[config.mk]
export PLATFORM = sky130hd
export DESIGN_NAME = serial_subtractor
export DESIGN_NICKNAME = d
export VERILOG_FILES = /design/src/rtl/serial_subtractor_pkg.sv /design/src/rtl/serial_subtractor_full_subtractor.sv /design/src/rtl/serial_subtractor.sv
export SDC_FILE = /design/constraint.sdc
export NUM_CORES = 1
export LEC_CHECK = 0
export ABC_AREA = 1
export BUFFER_PORTS_ARGS = -buffer_cell sky130_fd_sc_hd__clkbuf_2
export CAP_MARGIN = 20
export CORE_ASPECT_RATIO = 1.25
export CORE_MARGIN = 5
export CORE_UTILIZATION = 30
export DETAILED_ROUTE_END_ITERATION = 7
export GPL_TIMING_DRIVEN = 0
export PLACE_DENSITY = 0.56
export SETUP_SLACK_MARGIN = 0.15
export SLEW_MARGIN = 30
export SYNTH_ARGS = -nofsm -noshare
export SYNTH_HDL_FRONTEND = slang
export SYNTH_SLANG_ARGS = --single-unit
export TNS_END_PERCENT = 10
[constraint.sdc]
create_clock -name in_clk -period 2.1 [get_ports in_clk]
set_input_delay 0.105 -clock in_clk [delete_from_list [all_inputs] [get_ports in_clk]]
set_output_delay 0.105 -clock in_clk [all_outputs]
set_load 0.02 [all_outputs]
[src/rtl/serial_subtractor_pkg.sv]
// Shared ALU definitions: serial-unit FSM state encoding and default datapath width.
package serial_subtractor_pkg;

   localparam int unsigned DefaultWidth = 8;

   typedef enum logic [1:0] {
      StIdle = 2'd0,
      StRun  = 2'd1,
      StDone = 2'd2
   } sub_state_e;

endpackage

[src/rtl/serial_subtractor_full_subtractor.sv]
// Single-bit full subtractor cell: d = a - b - bin, with borrow out.
module full_subtractor (
   input  logic a_i,
   input  logic b_i,
   input  logic bin_i,
   output logic d_o,
   output logic bout_o
);

   assign d_o    = a_i ^ b_i ^ bin_i;
   assign bout_o = (~a_i & b_i) | (~(a_i ^ b_i) & bin_i);

endmodule

[src/rtl/serial_subtractor.sv]
// Bit-serial subtractor: streams operands LSB-first through one full_subtractor,
// reporting difference, borrow, zero and signed overflow after WIDTH run cycles.
module serial_subtractor
   import serial_subtractor_pkg::*;
#(
   parameter int unsigned WIDTH = DefaultWidth
) (
   input  logic             in_clk,
   input  logic             in_rst_n,
   input  logic             in_start,
   input  logic [WIDTH-1:0] in_a,
   input  logic [WIDTH-1:0] in_b,
   input  logic             in_borrow,
   output logic             out_busy,
   output logic             out_done,
   output logic [WIDTH-1:0] out_diff,
   output logic             out_borrow,
   output logic             out_zero,
   output logic             out_overflow
);

   localparam int unsigned CntW = (WIDTH > 1) ? $clog2(WIDTH) : 1;
   localparam logic [CntW-1:0] CntLast = CntW'(WIDTH - 1);

   sub_state_e       state_q;
   logic [WIDTH-1:0] a_q;
   logic [WIDTH-1:0] b_q;
   logic [WIDTH-1:0] diff_q;
   logic [CntW-1:0]  cnt_q;
   logic             brw_q;
   logic             done_q;
   logic             borrow_q;
   logic             ovf_q;

   logic             fs_d;
   logic             fs_bout;

   full_subtractor u_fs (
      .a_i   (a_q[0]),
      .b_i   (b_q[0]),
      .bin_i (brw_q),
      .d_o   (fs_d),
      .bout_o(fs_bout)
   );

   always_ff @(posedge in_clk or negedge in_rst_n) begin
      if (!in_rst_n) begin
         state_q  <= StIdle;
         a_q      <= '0;
         b_q      <= '0;
         diff_q   <= '0;
         cnt_q    <= '0;
         brw_q    <= 1'b0;
         done_q   <= 1'b0;
         borrow_q <= 1'b0;
         ovf_q    <= 1'b0;
      end else begin
         case (state_q)
            StIdle: begin
               if (in_start) begin
                  a_q     <= in_a;
                  b_q     <= in_b;
                  brw_q   <= in_borrow;
                  cnt_q   <= '0;
                  state_q <= StRun;
               end
            end
            StRun: begin
               a_q    <= a_q >> 1;
               b_q    <= b_q >> 1;
               diff_q <= {fs_d, diff_q[WIDTH-1:1]};
               brw_q  <= fs_bout;
               if (cnt_q == CntLast) begin
                  // Signed overflow: borrow into the MSB differs from borrow out of it.
                  ovf_q    <= brw_q ^ fs_bout;
                  borrow_q <= fs_bout;
                  done_q   <= 1'b1;
                  state_q  <= StDone;
               end else begin
                  cnt_q <= cnt_q + 1'b1;
               end
            end
            StDone: begin
               done_q  <= 1'b0;
               state_q <= StIdle;
            end
            default: state_q <= StIdle;
         endcase
      end
   end

   assign out_busy     = (state_q != StIdle);
   assign out_done     = done_q;
   assign out_diff     = diff_q;
   assign out_borrow   = borrow_q;
   assign out_overflow = ovf_q;
   assign out_zero     = (diff_q == '0);

endmodule

==> impl_metrics.csv <==
group,metric,value,unit
placed_design,globalplace.congestion,0.685,
route,viasPerCell,4.54,
hold_path,holdCritPathClass,"primary input to flip-flop",
die,start_util,30.7,%
critical_path,critPathMaxStageDelay,420,ps
finish,fin_nets,267,
die,die_h,92.8,µm
sta,slew_headroom,51.0,%
logic_synthesis,ys_seq_area_share,50.2,%
logic_synthesis,synth_top_area_share,50.2,%
grt,grt_max_degree,34,
logic_synthesis,synth-main-ff-cell,"dfrtp_1",
logic_synthesis,synth.distinct_cells,20,
power_and_ir_drop,pwr-share-clk,15.6,%
clock_tree,cts_htree_levels,2,
critical_path,critPathBufInv,3,
power_and_ir_drop,p_total,3.05,mW
die,core_area,0.00537,mm²
sta,timing.fmax,711,MHz
power_and_ir_drop,p_sw_share,43.0,%
logic_synthesis,synth-async-reset-ratio,100,%
clock_tree,cts_resized,0,
critical_path,crit_fanout,10,
sta,fin_ws,694,ps
die,num_io_pins,33,
clock_tree,clock_sinks,33,
critical_path,crit_type,"flip-flop to primary output",
power_and_ir_drop,ir_drop,0.342,mV
sta,whs,55.4,ps
finish,final_layout_size_suffix_gt1_share,25.0,%
grt,overflow,0,
logic_synthesis,yosysWarnings,0,
logic_synthesis,synthesis.area,0.00165,mm²
power_and_ir_drop,switchingPower,1.31,mW
power_and_ir_drop,internal_power,1.74,mW
die,fp-row-count,30,
grt,grt_usage,10.9,%
logic_synthesis,netlist_instances,204,
sta,period_share,67.0,%
clock_tree,numCtsBuffers,5,
run,drv_cap,0,
clock_tree,clk_pin_slew_worst_paths,60,ps
logic_synthesis,synth-seq-cells,33,
placed_design,port_buffers,32,
die,die_x,76.2,µm
power_and_ir_drop,power.density,1540,mW/mm²
grt,grt_pass1_vias,1411,
logic_synthesis,avgSynthCellArea,8.07,µm²
clock_tree,cts_root_buf,"clkbuf_8",
power_and_ir_drop,pwr-share-seq,35.7,%
grt,grtUsageMet3,2.72,%
logic_synthesis,synth_common_cells,"nand2_1, dfrtp_1, nand3_1",
route,drt_iter0_markers,79,
route,vias,1398,
grt,antenna_found_initial,0,
critical_path,required,2000,ps
finish,diodes,0,
route,remaining_drc_errors,0,
logic_synthesis,synth-edff-count,0,
sta,tightest_slew,735,ps
clock_tree,clkLatencyLatePin,280,ps
route,antenna_left,0,
sta,drv_slew,0,
route,wirelength,3570,µm
logic_synthesis,synth.top_cells.by_area,"dfrtp_1, nand2_1, nand3_1, o21ai_2, buf_6",
sta,fin_skew,4.93,ps
sta,fin_tns_setup,0,ps
logic_synthesis,yosysMostFrequentCell,"nand2_1",
grt,grt_pass1_wl,6380,µm
sta,rsz0062_at_grt,"false",
outcome,status,"complete, no violations",
critical_path,crit_family,"flip-flops",
grt,use_met1,13.3,%
grt,grt-busiest-layer,"met2",
grt,grt_use_met2,18.3,%
clock_tree,cts_tree,"yes",
logic_synthesis,synth_top_cell_by_area,"dfrtp_1",
power_and_ir_drop,power_leakage,1.11,nW
critical_path,endpoint_kind,"primary output",
finish,area_growth,20.5,%
power_and_ir_drop,p_comb_share,48.7,%
sta,finalHoldViolations,0,
sta,fin_crit,1410,ps
placed_design,dpl.hpwl,2590,µm
route,wl_per_cell,11.6,µm
route,dr.pass1.iters,4,
finish,final_core_util,36.9,%
clock_tree,clockBufferDepth,2,
critical_path,cp_data_arrival_time,1300,ps
critical_path,critical_path.cell_chain,"buf_6, nor2_1, inv_1, clkbuf_2",
logic_synthesis,synth_nets,227,
die,dieArea,0.00708,mm²
critical_path,crit_path_start_kind,"flip-flop",
sta,setup_viol,0,
placed_design,dp_slack,843,ps
critical_path,crit_path_top_delay_cell,"dfrtp_1",
## power by group through the flow
| stage | logic (mW) | clock network [mW] | registers (mW) |
|---|---|---|---|
| 2_1_floorplan | 1.03 | 0 | 1.18 |
| 5_1_grt | 1.71 | 0.521 | 1.13 |
| 3_3_place_gp | 1.50 | 0 | 1.10 |
| 6_report | 1.49 | 0.476 | 1.09 |
| 4_1_cts | 1.52 | 0.500 | 1.09 |
| 3_5_place_dp | 1.51 | 0 | 1.10 |
## per-layer routing
layer | part of all wire (%) | up-vias
met5 | 0 | -
met1 | 46 | 649
met3 | 3.9 | 5
met2 | 48 | 31
li1 | - | 713
met4 | 1.7 | 0
## logic make-up (layout without fill, tap and decap cells)
group / after synthesis / after routing / synth area share (%)
buffers and inverters: 24 / 64 / 8.67
AOI/OAI and AO/OA: 11 / 11 / 5.40
DFF: 33 / 33 / 50.2
adders and majority gates: 3 / 3 / 2.74
and+or+nand+nor: 133 / 133 / 33.0
## registers in the layout, summed over array words and instances, names as in the netlist
| register | flops |
|---|---|
| out_done | 1 |
| out_borrow | 1 |
| out_diff | 8 |
| b_q | 8 |
| cnt_q | 3 |
| state_q | 2 |
| brw_q | 1 |
| a_q | 8 |
| out_overflow | 1 |
## repair_timing
action,in CTS,in global routing
hold buffers,1,0
endpoints found under the hold margin,33,0
setup buffers,0,0
## cell usage in the layout, fill, tap and decap left out
cell | Yosys | final
buf_2 | 1 | 2
buf_4 | 2 | 2
buf_6 | 4 | 4
buf_8 | 1 | 1
clkbuf_1 | 0 | 1
clkbuf_2 | 0 | 31
clkbuf_8 | 0 | 6
dfrtp_1 | 33 | 33
dlygate4sd3_1 | 0 | 1
fa_1 | 1 | 1
ha_1 | 2 | 2
inv_1 | 12 | 12
inv_2 | 3 | 3
inv_4 | 1 | 1
nand2_1 | 103 | 103
nand2_2 | 3 | 3
nand3_1 | 21 | 21
nand4_1 | 1 | 1
nor2_1 | 4 | 4
nor2_4 | 1 | 1
o21ai_0 | 2 | 2
o21ai_1 | 2 | 2
o21ai_2 | 6 | 6
o21ai_4 | 1 | 1
## area by class of cell
class | count | area [µm²]
fillers | 584 | 3390
flip-flops and latches | 33 | 826
multi-input cells | 147 | 677
repair buffers | 33 | 170
clock buffers | 7 | 86.3
plain buffers | 8 | 80.1
well taps | 64 | 80.1
inverters | 16 | 62.6
## path summary, 6_finish.rpt
path / end / startpoint / cells after the start / slack (ps)
max: out_busy / state_q[0] / 4 / 690
min: b_q[7] / in_b[7] / 3 / 60
max reg2reg: brw_q / b_q[0] / 7 / 850
min reg2reg: a_q[1] / a_q[1] / 2 / 480
max in group asynchronous: b_q[3] / in_rst_n / 2 / 1200
min in group asynchronous: a_q[4] / in_rst_n / 2 / 420
## worst reg2reg max path, stage by stage (launching register included)
cell and delay, ps:
dfrtp_1 350, inv_1 60, fa_1 450, inv_1 90, nand3_1 70, nand2_1 70, nand2_1 50, nand2_1 50
## per-stage QoR
step,std cells,cell area [µm²]
2_1_floorplan,204,1650
3_3_place_gp,300,1890
3_5_place_dp,300,1890
4_1_cts,308,1980
5_1_grt,308,1980
6_report,308,1980
No activity file was read; power rests on OpenSTA's default activity.
